--- src/rtl/seq_det_arbiter.sv ---
// seq_det_arbiter: shares one serial sequence-detector lane among NREQ requesters.
// A granted word is shifted out MSB-first after a detector clear pulse; hit pulses
// seen during the shift and drain window are counted and returned with the requester id.
// Optional build macro SEQ_ARB_FIXED_PRIO_EN: lowest asserted index always wins
// (round-robin pointer removed). Default build is round-robin.
module seq_det_arbiter #(
    parameter int unsigned NREQ      = 4,
    parameter int unsigned WORD_W    = 16,
    parameter int unsigned DRAIN_CYC = 2,
    localparam int unsigned CNT_W    = $clog2(WORD_W + DRAIN_CYC + 1),
    localparam int unsigned ID_W     = (NREQ > 1) ? $clog2(NREQ) : 1
) (
    input  logic                     clk,
    input  logic                     reset,
    input  logic [NREQ-1:0]          req_valid,
    input  logic [NREQ*WORD_W-1:0]   req_data,
    output logic [NREQ-1:0]          req_ready,
    output logic                     det_reset,
    output logic                     det_bit,
    input  logic                     det_hit,
    output logic                     rsp_valid,
    output logic [ID_W-1:0]          rsp_id,
    output logic [CNT_W-1:0]         rsp_hits,
    output logic                     busy
);

    typedef enum logic [2:0] {
        S_IDLE   = 3'd0,
        S_CLEAR  = 3'd1,
        S_SHIFT  = 3'd2,
        S_DRAIN  = 3'd3,
        S_REPORT = 3'd4
    } state_t;

    state_t              state_q, state_d;
    logic [WORD_W-1:0]   shift_q, shift_d;
    logic [ID_W-1:0]     id_q, id_d;
    logic [CNT_W-1:0]    cnt_q, cnt_d;
    logic [CNT_W-1:0]    hit_q, hit_d;
    logic [CNT_W-1:0]    hit_inc;
    logic [ID_W-1:0]     rsp_id_q, rsp_id_d;
    logic [CNT_W-1:0]    rsp_hits_q, rsp_hits_d;
    logic [ID_W-1:0]     rr_ptr;
    logic                grant_found;
    logic [ID_W-1:0]     grant_idx;
    int unsigned         cand;
    logic [WORD_W-1:0]   req_word [NREQ];

    // Unpack the flat request bus into per-requester words
    for (genvar gi = 0; gi < NREQ; gi++) begin : g_word
        assign req_word[gi] = req_data[gi*WORD_W +: WORD_W];
    end

`ifdef SEQ_ARB_FIXED_PRIO_EN
    // Fixed priority: search always starts at index 0
    assign rr_ptr = '0;
`else
    logic [ID_W-1:0] rr_ptr_q, rr_ptr_d;

    // Round-robin pointer advances past the requester just reported
    always_comb begin
        rr_ptr_d = rr_ptr_q;
        if (state_q == S_REPORT) begin
            rr_ptr_d = (id_q == ID_W'(NREQ - 1)) ? '0 : id_q + ID_W'(1);
        end
    end

    // Round-robin pointer register
    always_ff @(posedge clk) begin
        if (reset) rr_ptr_q <= '0;
        else       rr_ptr_q <= rr_ptr_d;
    end

    assign rr_ptr = rr_ptr_q;
`endif

    // Pick the first valid requester starting from rr_ptr, wrapping modulo NREQ
    always_comb begin
        grant_found = 1'b0;
        grant_idx   = '0;
        cand        = 0;
        for (int i = 0; i < int'(NREQ); i++) begin
            cand = (32'(rr_ptr) + 32'(i)) % NREQ;
            if (!grant_found && req_valid[ID_W'(cand)]) begin
                grant_found = 1'b1;
                grant_idx   = ID_W'(cand);
            end
        end
    end

    // One-hot accept pulse, only while idle and out of reset
    always_comb begin
        req_ready = '0;
        if (state_q == S_IDLE && !reset && grant_found) begin
            req_ready[grant_idx] = 1'b1;
        end
    end

    assign hit_inc = (hit_q == {CNT_W{1'b1}}) ? hit_q : hit_q + CNT_W'(1);

    // Next-state and datapath update for the service sequence
    always_comb begin
        state_d    = state_q;
        shift_d    = shift_q;
        id_d       = id_q;
        cnt_d      = cnt_q;
        hit_d      = hit_q;
        rsp_id_d   = rsp_id_q;
        rsp_hits_d = rsp_hits_q;
        case (state_q)
            S_IDLE: begin
                if (grant_found) begin
                    shift_d = req_word[grant_idx];
                    id_d    = grant_idx;
                    state_d = S_CLEAR;
                end
            end
            S_CLEAR: begin
                hit_d   = '0;
                cnt_d   = '0;
                state_d = S_SHIFT;
            end
            S_SHIFT: begin
                shift_d = {shift_q[WORD_W-2:0], 1'b0};
                if (det_hit) hit_d = hit_inc;
                if (cnt_q == CNT_W'(WORD_W - 1)) begin
                    cnt_d   = '0;
                    state_d = (DRAIN_CYC == 0) ? S_REPORT : S_DRAIN;
                end else begin
                    cnt_d = cnt_q + CNT_W'(1);
                end
            end
            S_DRAIN: begin
                if (det_hit) hit_d = hit_inc;
                if (32'(cnt_q) + 32'd1 >= DRAIN_CYC) begin
                    cnt_d   = '0;
                    state_d = S_REPORT;
                end else begin
                    cnt_d = cnt_q + CNT_W'(1);
                end
            end
            S_REPORT: begin
                state_d = S_IDLE;
            end
            default: begin
                state_d = S_IDLE;
            end
        endcase
        // Response fields load on entry to REPORT and hold until the next one
        if (state_d == S_REPORT) begin
            rsp_id_d   = id_q;
            rsp_hits_d = hit_d;
        end
    end

    // State and datapath registers
    always_ff @(posedge clk) begin
        if (reset) begin
            state_q    <= S_IDLE;
            shift_q    <= '0;
            id_q       <= '0;
            cnt_q      <= '0;
            hit_q      <= '0;
            rsp_id_q   <= '0;
            rsp_hits_q <= '0;
        end else begin
            state_q    <= state_d;
            shift_q    <= shift_d;
            id_q       <= id_d;
            cnt_q      <= cnt_d;
            hit_q      <= hit_d;
            rsp_id_q   <= rsp_id_d;
            rsp_hits_q <= rsp_hits_d;
        end
    end

    assign det_reset = reset || (state_q == S_CLEAR);
    assign det_bit   = (state_q == S_SHIFT) && shift_q[WORD_W-1];
    assign rsp_valid = (state_q == S_REPORT);
    assign busy      = (state_q != S_IDLE);
    assign rsp_id    = rsp_id_q;
    assign rsp_hits  = rsp_hits_q;

endmodule
--- config.mk ---
export PLATFORM = sky130hd
export DESIGN_NAME = seq_det_arbiter
export DESIGN_NICKNAME = d
export VERILOG_FILES = /design/src/rtl/seq_det_arbiter.sv
export SDC_FILE = /design/constraint.sdc
export NUM_CORES = 1
export LEC_CHECK = 0
export ABC_AREA = 0
export BUFFER_PORTS_ARGS = -buffer_cell sky130_fd_sc_hd__buf_2
export CORE_MARGIN = 2
export CORE_UTILIZATION = 50
export DETAILED_ROUTE_END_ITERATION = 12
export PLACE_DENSITY = 0.87
export SYNTH_ARGS = -nofsm -noshare
export SYNTH_HDL_FRONTEND = slang
export SYNTH_SLANG_ARGS = --single-unit
--- constraint.sdc ---
create_clock -name clk -period 2.6 [get_ports clk]
set_clock_uncertainty 0.05 [all_clocks]
set_input_delay 0.52 -clock clk [delete_from_list [all_inputs] [get_ports clk]]
set_output_delay 0.52 -clock clk [all_outputs]
set_load 0.02 [all_outputs]
## Word-level counts from Yosys, hierarchy flattened

Index checks and enable logic that the tools add are counted.
Widths: inputs -> output; s select.

- Flip-flop bits (word level): 40
- Input bits: 71
- Logic and storage cells: 87

- $add $sub $neg: 7
- Magnitude comparators: 8
- Equality and inequality tests: 9
- Mux-type cells: 35
- Bitwise logic cells: 1
- Reduce and logical (&&, ||, !) cells: 19

Operators by type and width:

| operator | number |
|---|---|
| $mux 16 | 3 |
| $bmux 16 s2 | 1 |
| $pmux 16 s2 | 1 |
| $mux 5 | 4 |
| $lt 2x3->1 const B | 5 |
| $pmux 5 s3 | 1 |
| $pmux 3 s4 | 1 |
| $add 5x1->5 const B | 2 |
| $mux 2 | 5 |
| $pmux 5 s2 | 1 |
| $mux 1 | 9 |
| $mux 3 | 3 |
| $bmux 1 s2 | 4 |
| $logic_and 1x1->1 | 7 |
| $add 5x1->6 const B | 1 |
| $eq 3x2->1 const B | 2 |
| $eq 3x3->1 const B | 2 |
| $ge 6x2->1 const B | 1 |
| $reduce_bool 3->1 | 2 |
| $eq 5x4->1 const B | 1 |
| $eq 5x5->1 const B | 1 |
| $add 2x1->2 const B | 2 |
| $add 2x2->2 const B | 2 |
| $logic_not 1->1 | 4 |
| 13 further kinds | 14 |

## Longest topological paths before layout

Gate-level depths: netlist of run 1.

- Depth in word-level cells: 18
- Gate-level depth with buffers: 10
- Depth with buffers taken out: 9

## Least setup slack after synthesis of run 1

No wires, ideal clock.

- Kind: reg2out
- Start: reg state_q[1]
- End: out req_ready[3]
- Arrival time: 1979 ps
- Data required time: 2030 ps
- Path slack: 51 ps
- Stages on the path, launching flop included: 7
- Path buffers: 1
- Cell sequence: dfxtp_1 > or3_4 > or2_2 > clkbuf_1 > nor2_1 > nand2_1 > nor3_1

- Longest elaborated chain between the ends: 4

Ends and longest elaborated chain:

| item | line | source |
|---|---|---|
| start: declaration | 35 | `state_t state_q, state_d;` |
| start signal: assignment | 167 | `state_q <= state_d;` |
| $logic_not 3->1 | 94 | `if (state_q == S_IDLE && !reset && grant_found) begin` |
| $logic_and 1x1->1 (2 in series) | 94 |  |
| $mux 4 | 94 |  |
| end: declaration | 17 | `output logic [NREQ-1:0] req_ready,` |

No other way between the ends.

## Final worst setup path of run 1

- Start: reg state_q[0]
- End: out req_ready[2]

Same word-level chain as after synthesis.

==> results of run 1 <==
layer usage:
metal	vias to the layer above	wire length [um]
met3	18	607
met5	-	0
li1	1429	-
met2	159	3470
met1	1349	3290
met4	0	167
kinds of logic after synthesis:
group / Yosys count
adder cells (fa/ha/maj): 6
AND/OR/NAND/NOR: 161
buffers and inverters: 36
XOR/XNOR: 2
multiplexers: 9
AO/OA/AOI/OAI: 84
flip-flops: 40
layout make-up:
type | instances | area (sq um) | area share, %
multi-input combinational | 262 | 1710 | 52.5
clock buffer | 8 | 90.1 | 2.77
timing repair buffer | 101 | 546 | 16.8
inverter | 6 | 22.5 | 0.692
tap | 70 | 87.6 | 2.69
sequential | 40 | 801 | 24.6
state kept, by name (all words and copies together), names as in the netlist:
| register | count |
|---|---|
| cnt_q | 5 |
| rsp_id | 2 |
| rsp_hits | 5 |
| id_q | 2 |
| shift_q | 16 |
| rr_ptr | 2 |
| state_q | 3 |
| hit_q | 5 |
cells in the mapped netlist (6+ instances only):
cell type | n | share of area, %
nand3_1 | 48 | 9.1
dfxtp_1 | 40 | 30
nand4_1 | 31 | 7.3
nand2_1 | 23 | 3.3
clkbuf_1 | 22 | 3.1
nor2_1 | 21 | 3.0
a21oi_1 | 17 | 3.2
a21o_1 | 16 | 4.5
a211o_1 | 15 | 5.0
o31ai_1 | 14 | 4.0
nor3_1 | 9 | 1.7
ha_1 | 6 | 2.8
inv_1 | 6 | 0.85
mux2i_1 | 6 | 2.3
o21ai_0 | 6 | 1.1
report_power, final:
part           internal (mW)  switching [mW]
registers              0.672          0.0380
clock network          0.217           0.215
logic                  0.201           0.301
total                   1.09           0.554
per-stage QoR:
step	worst slack (ns)	instances	util (%)	total power, mW
after floorplan	0.0514	338	-	1.05
after global placement	0.135	478	61.2	1.19
after detailed placement	0.0934	478	61.2	1.20
after CTS	0.0328	487	63.2	1.63
after global routing	0.00376	487	63.7	1.73
final	0.0592	487	63.7	1.64
worst max path at each step:
stage	from	endpoint	slack (ns)
after global placement	state_q[0]$_SDFF_PP0_	req_ready[2]	0.14
final	state_q[0]$_SDFF_PP0_	req_ready[2]	0.06
after detailed placement	state_q[0]$_SDFF_PP0_	req_ready[2]	0.09
after floorplan	state_q[1]$_SDFF_PP0_	req_ready[3]	0.05
after CTS	state_q[0]$_SDFF_PP0_	req_ready[0]	0.03
after global routing	state_q[0]$_SDFF_PP0_	req_ready[2]	0.004
worst register-to-register path, cell delays in order, from the launching register on:
cell	delay, ns
dfxtp_1	0.36
ha_1	0.26
nand3_1	0.13
inv_1	0.06
ha_1	0.27
nand3b_1	0.07
a21oi_1	0.19
a311o_1	0.54
mux2_2	0.40
what timing repair did:
action / CTS / global route
resized for setup: 1 / 6
hold endpoints to repair: 0 / 0
endpoints found under the setup margin: 2 / 4
setup buffers: 1 / 0
==> results.tsv, run 1 <==
stage	metric	value	unit
grt	gr ovfl total	0	
power	Max IR drop VDD	0.224	mV
critical_path	CP startpoint kind	flop	
min_path	Hold Path Sink	shift_q[2]$_SDFFE_PP0P_	
route	Final ANT Viol Nets	0	
clock_tree	CTS tree	built	
sta	Max Clk Rate	394	MHz
grt	GR met3 Demand/Resource	4.59	%
synthesis	largest family of logic cells by synthesized area	simple AND/OR/NAND/NOR gates	
route	total wire length	7.53	mm
sta	Max Slew Vio Count	0	
synthesis	Post-synth EDFFs	0	
min_path	Worst Min Path Start	req_data[50]	
synthesis	Yosys warning count	0	
sta	worst-margin pin slew	0.621	ns
die	initial core utilization	51.7	%
synthesis	Post-Synth XOR/XNOR Area	0.663	%
min_path	hold path depth	3	
critical_path	CP max stage cell	or3_4	
sta	fin crit share	97.7	%
critical_path	crit-path max FO	6	
synthesis	Post-Synthesis Cells	338	
synthesis	adder-cell share of the synthesized area	2.84	%
die	row count	26	
synthesis	register area share after synthesis	30.3	%
die	die area	5880	sq um
final_layout	ANT cells	0	
route	routed length per instance	15.5	um
route	DR iter-0 viols	316	
critical_path	Worst Setup End Kind	output port	
sta	Final min period	2.54	ns
clock_tree	Root Buffer	clkbuf_8	
min_path	Worst Hold Class	input port to flop	
final_layout	final net count	493	
route	Vias per Instance	6.07	
synthesis	Post-Synth Simple-Gate Area	32.7	%
sta	Setup TNS Final	0	ns
clock_tree	H-tree levels	2	
synthesis	predominant post-synthesis flop cell	dfxtp_1	
grt	met1 usage	33.8	%
placement	Placed Area	3130	sq um
clock_tree	TritonCTS Buffers	5	
critical_path	r2r worst-path depth	8	
power	Power Density	505	nW/um^2
synthesis	synthesized area	2640	sq um
placement	HPWL Detailed	5.44	mm
final_layout	Syn-to-layout area delta	23.2	%
placement	routability congestion estimate	0.831	
critical_path	Critical Path RT	2.03	ns
clock_tree	Reg clk slew, reported paths	0.08	ns
sta	RSZ-0062 raised after global routing	false	
placement	Port Buffers	85	
synthesis	Synth Area in Compound Gates	23.4	%
synthesis	asr flop ratio synth	0	%
final_layout	fill count	439	
clock_tree	CTS Sinks	40	
sta	count of final hold-check violations	0	
final_layout	most frequent cells in the layout	85 x buf_2, 48 x nand3_1, 40 x dfxtp_1	
status	status	finished clean	
grt	antenna violations before repair	0	
die	Core ar.	5110	sq um
die	Die W	76.7	um
synthesis	syn nets	415	
final_layout	post-route cell area	3250	sq um
critical_path	R2R setup slack	0.18	ns
final_layout	most common cell after layout, fill and taps aside	buf_2	
sta	Slew HR	58.5	%
critical_path	Crit path buffers/inverters	1	
critical_path	Critical Path Stages	5	
route	DR DRC count	0	
die	die height	76.7	um
synthesis	multiplexer share of the synthesized area	3.55	%
sta	hold_ws	0.402	ns
critical_path	Critical R2R Launch	cnt_q[0]$_SDFFE_PP0P_	
grt	GR Util All Layers	24.7	%
synthesis	Syn Area/Cell	7.82	sq um
critical_path	Reg-to-Reg End	rsp_hits[1]$_SDFFE_PP0N_	
route	router iterations before antenna repair	5	
final_layout	fraction of layout cells with a size suffix above 1	30.7	%
grt	met2 GRT Util	38.7	%
critical_path	CP dominant cell by count	or3_4	
grt	busiest grt layer	met2	
critical_path	cell family with most CP delay	simple AND/OR/NAND/NOR gates	
power	total leakage power	1.36	nW
synthesis	Seq cells post-synth	40	
synthesis	Distinct cells, synth	47	
critical_path	CP max stage delay	0.41	ns
route	via count	2955	
clock_tree	clock buffer depth	2	
sta	Final setup viols	0	
grt	largest net degree at the start of global routing	44	
die	I/O Pins	86	
grt	first-pass GRT wire length	11.9	mm
critical_path	CP arrival	1.97	ns
clock_tree	Skew-Pair Late Insertion Delay	0.30	ns
critical_path	worst setup path category	flop to output port	
clock_tree	Hold Buf Count CTS	0	
critical_path	crit-path cells	or3_4, or3_4, a31oi_4, and2_1, buf_2	
grt	vias in the first global route	2581	
run	maxcap violations	0	
Note: power is estimated with default switching activity, not from simulation.
==> inputs of run 2 (changes only) <==
==> config.mk (replaced) <==
export PLATFORM = sky130hd
export DESIGN_NAME = seq_det_arbiter
export DESIGN_NICKNAME = d
export VERILOG_FILES = /design/src/rtl/seq_det_arbiter.sv
export SDC_FILE = /design/constraint.sdc
export NUM_CORES = 1
export LEC_CHECK = 0
export ABC_AREA = 1
export CORE_MARGIN = 2
export CORE_UTILIZATION = 50
export DETAILED_ROUTE_END_ITERATION = 12
export DONT_BUFFER_PORTS = 1
export PLACE_DENSITY = 0.73
export SYNTH_ARGS = -nofsm -noshare
export SYNTH_HDL_FRONTEND = slang
export SYNTH_SLANG_ARGS = --single-unit
==> constraint.sdc (replaced) <==
create_clock -name clk -period 2.6 [get_ports clk]
set_clock_uncertainty 0.05 [all_clocks]
set_input_delay 0.26 -clock clk [delete_from_list [all_inputs] [get_ports clk]]
set_output_delay 0.26 -clock clk [all_outputs]
set_load 0.02 [all_outputs]
==> run 2 against run 1 <==
  * Sequential power increased by 5.2%
  * Largest cell class unchanged
  * Maximum frequency rose by 5.4%
  * Highest routed layer unchanged
  * Cell count is 7.4% higher
  * Flip-flop and latch count did not move
  * Total power rose by 11%
  * Via count down 10%
  * Critical path depth up 6
  * Worst hold slack lost 0.29 ns
  * Utilization is 8.5 points lower
  * Non-clock buffer count fell by 92
  * Sequential share of layout area grew 1.6 points
==> results.tsv, run 2 <==
stage	metric	value	unit	change
status	status	finished clean		
sta	RSZ-0062 raised after global routing	false		
final_layout	fraction of layout cells with a size suffix above 1	18.4	%	-12 points
synthesis	count leader, synth	nand2_1		
final_layout	final net count	527		+6.9%
critical_path	CP max stage delay	0.42	ns	about the same
clock_tree	clock buffer depth	2		unchanged
power	Sw Pwr	0.702	mW	+27%
critical_path	crit-path cells	inv_2, nand2_1, nand2_4, nand2_1, nand2_1, a21oi_2, nand2_2, nand2_8, inv_4, nor3_1, buf_4		
die	I/O Pins	86		unchanged
sta	Slew HR	61.5	%	+3.0 points
final_layout	fill count	575		+31%
critical_path	CP arrival	2.10	ns	+0.13 ns
die	Die W	80.1	um	+4.5%
min_path	Worst Min Path Start	req_data[13]		
critical_path	Worst Setup End Kind	output port		
sta	Final min period	2.41	ns	-0.130 ns
critical_path	cell family with most CP delay	simple AND/OR/NAND/NOR gates		
grt	antenna violations before repair	0		unchanged
final_layout	Final Util	55.2	%	-8.5 points
route	Final ANT Viol Nets	0		unchanged
die	row count	27		+3.8%
power	P_int	1.12	mW	+2.5%
final_layout	FF/Latch Area	801	sq um	unchanged
clock_tree	CTS tree	built		
route	router iterations before antenna repair	4		-1
sta	post-route setup slack	0.189	ns	+0.130 ns
placement	routability congestion estimate	0.883		+6.2%
power	Max IR drop VDD	0.401	mV	+79%
power	sequential share of power	41.1	%	-2.1 points
clock_tree	H-tree levels	2		unchanged
placement	HPWL Detailed	4.71	mm	-13%
placement	Port Buffers	0		-100%
power	total leakage power	1.45	nW	+6.9%
sta	Final setup viols	0		unchanged
route	DR DRC count	0		unchanged
synthesis	Seq cells post-synth	40		unchanged
sta	Max Slew Vio Count	0		unchanged
route	Vias per Instance	5.07		-16%
grt	vias in the first global route	2463		-4.6%
final_layout	Syn-to-layout area delta	5.61	%	
min_path	Worst Hold Class	input port to flop		
sta	Max Clk Rate	415	MHz	+5.4%
synthesis	synth cell count leaders	164 x nand2_1, 50 x inv_1, 40 x dfxtp_1, 28 x nand2_2, 25 x nor2_1		
synthesis	Syn Area/Cell	6.47	sq um	-17%
clock_tree	Root Buffer	clkbuf_8		
grt	GR met3 Demand/Resource	3.82	%	-0.77 points
synthesis	Post-synth EDFFs	0		unchanged
power	sw frac	38.6	%	+4.9 points
final_layout	ANT cells	0		unchanged
die	initial core utilization	52.3	%	+0.56 points
clock_tree	Reg clk slew, reported paths	0.08	ns	about the same
synthesis	syn nets	525		+27%
synthesis	Yosys warning count	0		unchanged
synthesis	Distinct cells, synth	39		-17%
synthesis	synth top area cells	dfxtp_1 28%, nand2_1 21%, inv_1 6.5%		
clock_tree	CTS Sinks	40		unchanged
grt	met2 GRT Util	34.8	%	-3.9 points
route	via count	2650		-10%
critical_path	crit-path max FO	16		+10
final_layout	largest reg by FF count	shift_q		
critical_path	Crit path buffers/inverters	3		+2
die	die area	6420	sq um	+9.1%
critical_path	Critical R2R Launch	cnt_q[0]$_SDFFE_PP0P_		
grt	busiest grt layer	met2		
synthesis	post-synth top area cell	dfxtp_1		
final_layout	flip-flop count of the largest register after layout	16		unchanged
critical_path	Critical Path RT	2.29	ns	+0.26 ns
grt	first-pass GRT wire length	10.4	mm	-13%
synthesis	predominant post-synthesis flop cell	dfxtp_1		
final_layout	most frequent cells in the layout	164 x nand2_1, 50 x inv_1, 40 x dfxtp_1		
final_layout	area of the multi-input gates	1760	sq um	+3.2%
power	Comb pwr share	34.9	%	+4.3 points
critical_path	beginning of the critical path	rr_ptr[0]$_SDFFE_PP0P_		
critical_path	CP startpoint kind	flop		
grt	gr ovfl total	0		unchanged
synthesis	synthesized area	2900	sq um	+9.7%
placement	DP Worst Slack	0.180	ns	+0.0865 ns
power	clock share of power	24.1	%	-2.2 points
route	routed length per instance	12.0	um	-22%
sta	count of final hold-check violations	0		unchanged
die	Core ar.	5540	sq um	+8.5%
clock_tree	Skew-Pair Late Insertion Delay	0.29	ns	about the same
critical_path	worst setup path category	flop to output port		
sta	worst-margin pin slew	0.576	ns	-0.0455 ns
synthesis	register area share after synthesis	27.6	%	-2.7 points
synthesis	area share of the largest cell type after synthesis	27.6	%	-2.7 points
clock_tree	TritonCTS Buffers	5		unchanged
route	DR iter-0 viols	100		-68%
sta	fin crit share	92.7	%	-5.0 points
grt	GR Util All Layers	19.9	%	-4.8 points
grt	met1 usage	24.3	%	-9.5 points
die	die height	80.1	um	+4.5%
critical_path	CP dominant cell by count	nand2_1		
power	Power Density	594	nW/um^2	+18%
route	total wire length	6.29	mm	-16%
run	maxcap violations	0		unchanged
critical_path	CP max stage cell	dfxtp_1		
sta	Setup TNS Final	0	ns	unchanged
synthesis	asr flop ratio synth	0	%	unchanged
grt	largest net degree at the start of global routing	27		-39%
final_layout	most common cell after layout, fill and taps aside	nand2_1		
synthesis	Post-Synthesis Cells	448		+33%
-- run 2: what timing repair did --
item	CTS	global route
setup buffers	0	3
setup endpoints to repair	0	8
hold endpoints to repair	15	0
gates resized for setup	0	2
hold buffers	1	0
-- run 2: final cells by class --
class | instances | share of cell area, %
clock buffer | 6 | 2.70
clock inverter | 2 | 0.491
inverter | 60 | 7.69
multi-input combinational | 334 | 57.6
sequential | 40 | 26.2
tap | 72 | 2.94
timing repair buffer | 9 | 2.41
-- run 2: power groups by stage --
stage	Sequential, mW	Clock [mW]	Combinational, mW
finish	0.747	0.438	0.634
global route	0.758	0.470	0.728
CTS	0.746	0.444	0.622
detailed placement	0.761	0	0.615
global placement	0.756	0	0.601
floorplan	0.749	0	0.539
-- run 2: layer usage --
metal / wire length, um / vias up / part of all wire [%]
met2: 3000 / 95 / 48
met4: 99 / 0 / 1.6
li1: - / 1406 / -
met3: 398 / 11 / 6.3
met1: 2800 / 1138 / 44
met5: 0 / - / 0
-- run 2: worst register-to-register path: stages, from the launching register on --
cell and delay (ns):
dfxtp_1 0.36, ha_1 0.24, nand3_1 0.11, inv_1 0.05
ha_1 0.26, nor3b_1 0.19, o21ai_0 0.11, or3_1 0.34
nand3_2 0.21, nor2_1 0.08, a21oi_1 0.12, nor2_1 0.05
-- run 2: worst paths after layout --
kind | endpoint | cells after the start | slack [ns]
min | shift_q[13]$_SDFFE_PP0P_ | 4 | 0.12
max reg2reg | rsp_hits[1]$_SDFFE_PP0N_ | 11 | 0.32
min reg2reg | shift_q[0]$_SDFFE_PP0P_ | 2 | 0.44
max | req_ready[2] | 11 | 0.19
-- run 2: cell families after synthesis --
kind of cell / count (synthesis) / synth area share [%]
simple gates: 266 / 45.4
flops: 40 / 27.6
fa+ha+maj: 6 / 2.59
compound gates: 56 / 10.8
xor+xnor: 5 / 1.51
buf+inv: 75 / 12.1
-- run 2: through the flow --
stage / hold WS [ns] / cell area, sq um / cells / power (mW)
3_5_place_dp: 0.284 / 2910 / 510 / 1.38
5_1_grt: 0.118 / 3060 / 523 / 1.96
2_1_floorplan: 0.405 / 2900 / 448 / 1.29
4_1_cts: 0.116 / 3020 / 519 / 1.81
6_report: 0.115 / 3060 / 523 / 1.82
3_3_place_gp: 0.283 / 2910 / 510 / 1.36
==> inputs of run 3 (changes only) <==
--- a/config.mk
+++ b/config.mk
@@ -5,12 +5,11 @@
 export SDC_FILE = /design/constraint.sdc
 export NUM_CORES = 1
 export LEC_CHECK = 0
-export ABC_AREA = 1
 export CORE_MARGIN = 2
 export CORE_UTILIZATION = 50
 export DETAILED_ROUTE_END_ITERATION = 12
 export DONT_BUFFER_PORTS = 1
-export PLACE_DENSITY = 0.73
+export PLACE_DENSITY = 0.72
 export SYNTH_ARGS = -nofsm -noshare
 export SYNTH_HDL_FRONTEND = slang
 export SYNTH_SLANG_ARGS = --single-unit
==> run 3 against run 2 <==
  * Sequential share of layout area is 2.5 points higher
  * Largest power group unchanged
  * Worst setup slack better by 0.0036 ns
  * Critical path depth is 7 lower
  * Largest cell class unchanged
  * First-iteration DRC count is 130% higher
  * Register-to-register slack worse by 0.07 ns
  * Via count is 3.1% lower
  * Total power is 15% lower
==> results.tsv, run 3 (synthesis results as in run 1) <==
stage	metric	value	unit	change
grt	GR Util All Layers	23.8	%	+3.9 points
final_layout	ANT cells	0		unchanged
clock_tree	postcts setup bufs	0		unchanged
status	status	finished clean		
critical_path	worst setup path category	flop to output port		
grt	first-pass GRT wire length	11.4	mm	+9.3%
sta	Final min period	2.41	ns	-0.00365 ns
power	total leakage power	0.990	nW	-32%
grt	met2 GRT Util	36.1	%	+1.4 points
route	via count	2569		-3.1%
die	die area	5880	sq um	-8.4%
critical_path	CP arrival	2.10	ns	about the same
grt	antenna violations before repair	0		unchanged
grt	gr ovfl total	0		unchanged
clock_tree	clock buffer depth	2		unchanged
critical_path	crit-path max FO	9		-7
critical_path	Critical Path RT	2.29	ns	about the same
final_layout	flip-flop count of the largest register after layout	16		unchanged
sta	Setup TNS Final	0	ns	unchanged
clock_tree	H-tree levels	2		unchanged
die	Core ar.	5110	sq um	-7.8%
sta	RSZ-0062 raised after global routing	false		
final_layout	most frequent cells in the layout	48 x nand3_1, 40 x dfxtp_1, 31 x nand4_1		
critical_path	CP startpoint kind	flop		
sta	Slew HR	47.5	%	-14 points
min_path	Worst Hold Class	input port to flop		
die	I/O Pins	86		unchanged
power	Power Density	555	nW/um^2	-6.6%
placement	Port Buffers	0		unchanged
placement	HPWL Detailed	5.06	mm	+7.4%
clock_tree	Root Buffer	clkbuf_8		
die	Die W	76.7	um	-4.3%
final_layout	Syn-to-layout area delta	5.73	%	
final_layout	post-route cell area	2790	sq um	-8.7%
critical_path	r2r worst-path depth	8		-3
placement	routability congestion estimate	0.873		-1.1%
route	DR DRC count	0		unchanged
sta	Final setup viols	0		unchanged
sta	Max Clk Rate	415	MHz	+0.15%
final_layout	most common cell after layout, fill and taps aside	nand3_1		
run	maxcap violations	0		unchanged
route	total wire length	7.02	mm	+12%
route	routed length per instance	17.6	um	+46%
grt	vias in the first global route	2339		-5.0%
route	Vias per Instance	6.42		+27%
sta	count of final hold-check violations	0		unchanged
grt	largest net degree at the start of global routing	29		+7.4%
critical_path	Worst Setup End Kind	output port		
route	DR iter-0 viols	229		+130%
final_layout	final net count	406		-23%
clock_tree	CTS tree	built		
die	die height	76.7	um	-4.3%
route	Final ANT Viol Nets	0		unchanged
sta	Max Slew Vio Count	0		unchanged
grt	GR met3 Demand/Resource	6.71	%	+2.9 points
die	row count	26		-3.7%
power	Max IR drop VDD	0.265	mV	-34%
min_path	hold path depth	1		-3
route	router iterations before antenna repair	5		+1
grt	met1 usage	32.5	%	+8.2 points
die	initial core utilization	51.7	%	-0.56 points
placement	Placed Area	2680	sq um	-8.0%
clock_tree	Skew-Pair Late Insertion Delay	0.29	ns	about the same
clock_tree	Reg clk slew, reported paths	0.08	ns	about the same
final_layout	fraction of layout cells with a size suffix above 1	10.3	%	-8.1 points
sta	worst-margin pin slew	0.784	ns	+0.208 ns
clock_tree	TritonCTS Buffers	5		unchanged
clock_tree	CTS Sinks	40		unchanged
sta	fin crit share	92.6	%	-0.14 points
final_layout	largest reg by FF count	shift_q		
grt	busiest grt layer	met2		
run 3: final timing paths:
check | from | to | slack [ns]
worst min register to register | shift_q[0]$_SDFFE_PP0P_ | shift_q[0]$_SDFFE_PP0P_ | 0.48
worst max register to register | cnt_q[0]$_SDFFE_PP0P_ | rsp_hits[0]$_SDFFE_PP0N_ | 0.25
worst max-delay path | state_q[1]$_SDFF_PP0_ | req_ready[2] | 0.19
worst min-delay path | reset | rsp_hits[3]$_SDFFE_PP0N_ | 0.01
run 3: report_power, final:
| group | internal (mW) | switching, mW | total, mW |
|---|---|---|---|
| Clock | 0.217 | 0.210 | 0.427 |
| Combinational | 0.153 | 0.257 | 0.410 |
| Sequential | 0.672 | 0.0422 | 0.714 |
| Total | 1.04 | 0.509 | 1.55 |
run 3: layer usage:
metal / routed length (um) / vias up
met5: 0 / -
met4: 108 / 0
met3: 705 / 8
met2: 3140 / 119
met1: 3070 / 1190
li1: - / 1252
run 3: repair_timing:
action / 4_1_cts / 5_1_grt
endpoints found under the hold margin: 18 / 0
endpoints found under the setup margin: 0 / 2
hold buffers: 2 / 0
gates resized for setup: 0 / 1
run 3: final cells by class:
class	count	area, sq um
Timing Repair Buffer	14	110
Multi-Input combinational cell	262	1680
Sequential cell	40	801
Inverter	6	22.5
Fill cell	512	2310
Tap cell	70	87.6
Clock buffer	8	90.1
run 3: through the flow:
| step | power (mW) | utilization (%) | instances | setup WS, ns | hold slack, ns |
|---|---|---|---|---|---|
| 5_1_grt | 1.64 | 54.7 | 400 | 0.0151 | 0.00857 |
| 2_1_floorplan | 1.05 | - | 338 | 0.311 | 0.359 |
| 3_5_place_dp | 1.13 | 52.4 | 390 | 0.250 | 0.290 |
| 3_3_place_gp | 1.12 | 52.4 | 390 | 0.348 | 0.287 |
| 6_report | 1.55 | 54.7 | 400 | 0.193 | 0.0135 |
| 4_1_cts | 1.56 | 54.6 | 400 | 0.0915 | 0.00589 |
run 3: worst max-delay path, cell delays in order (launching register included):
cell	delay [ns]
dfxtp_1	0.38
or3_4	0.48
or3_1	0.47
a31oi_4	0.21
and2_1	0.27
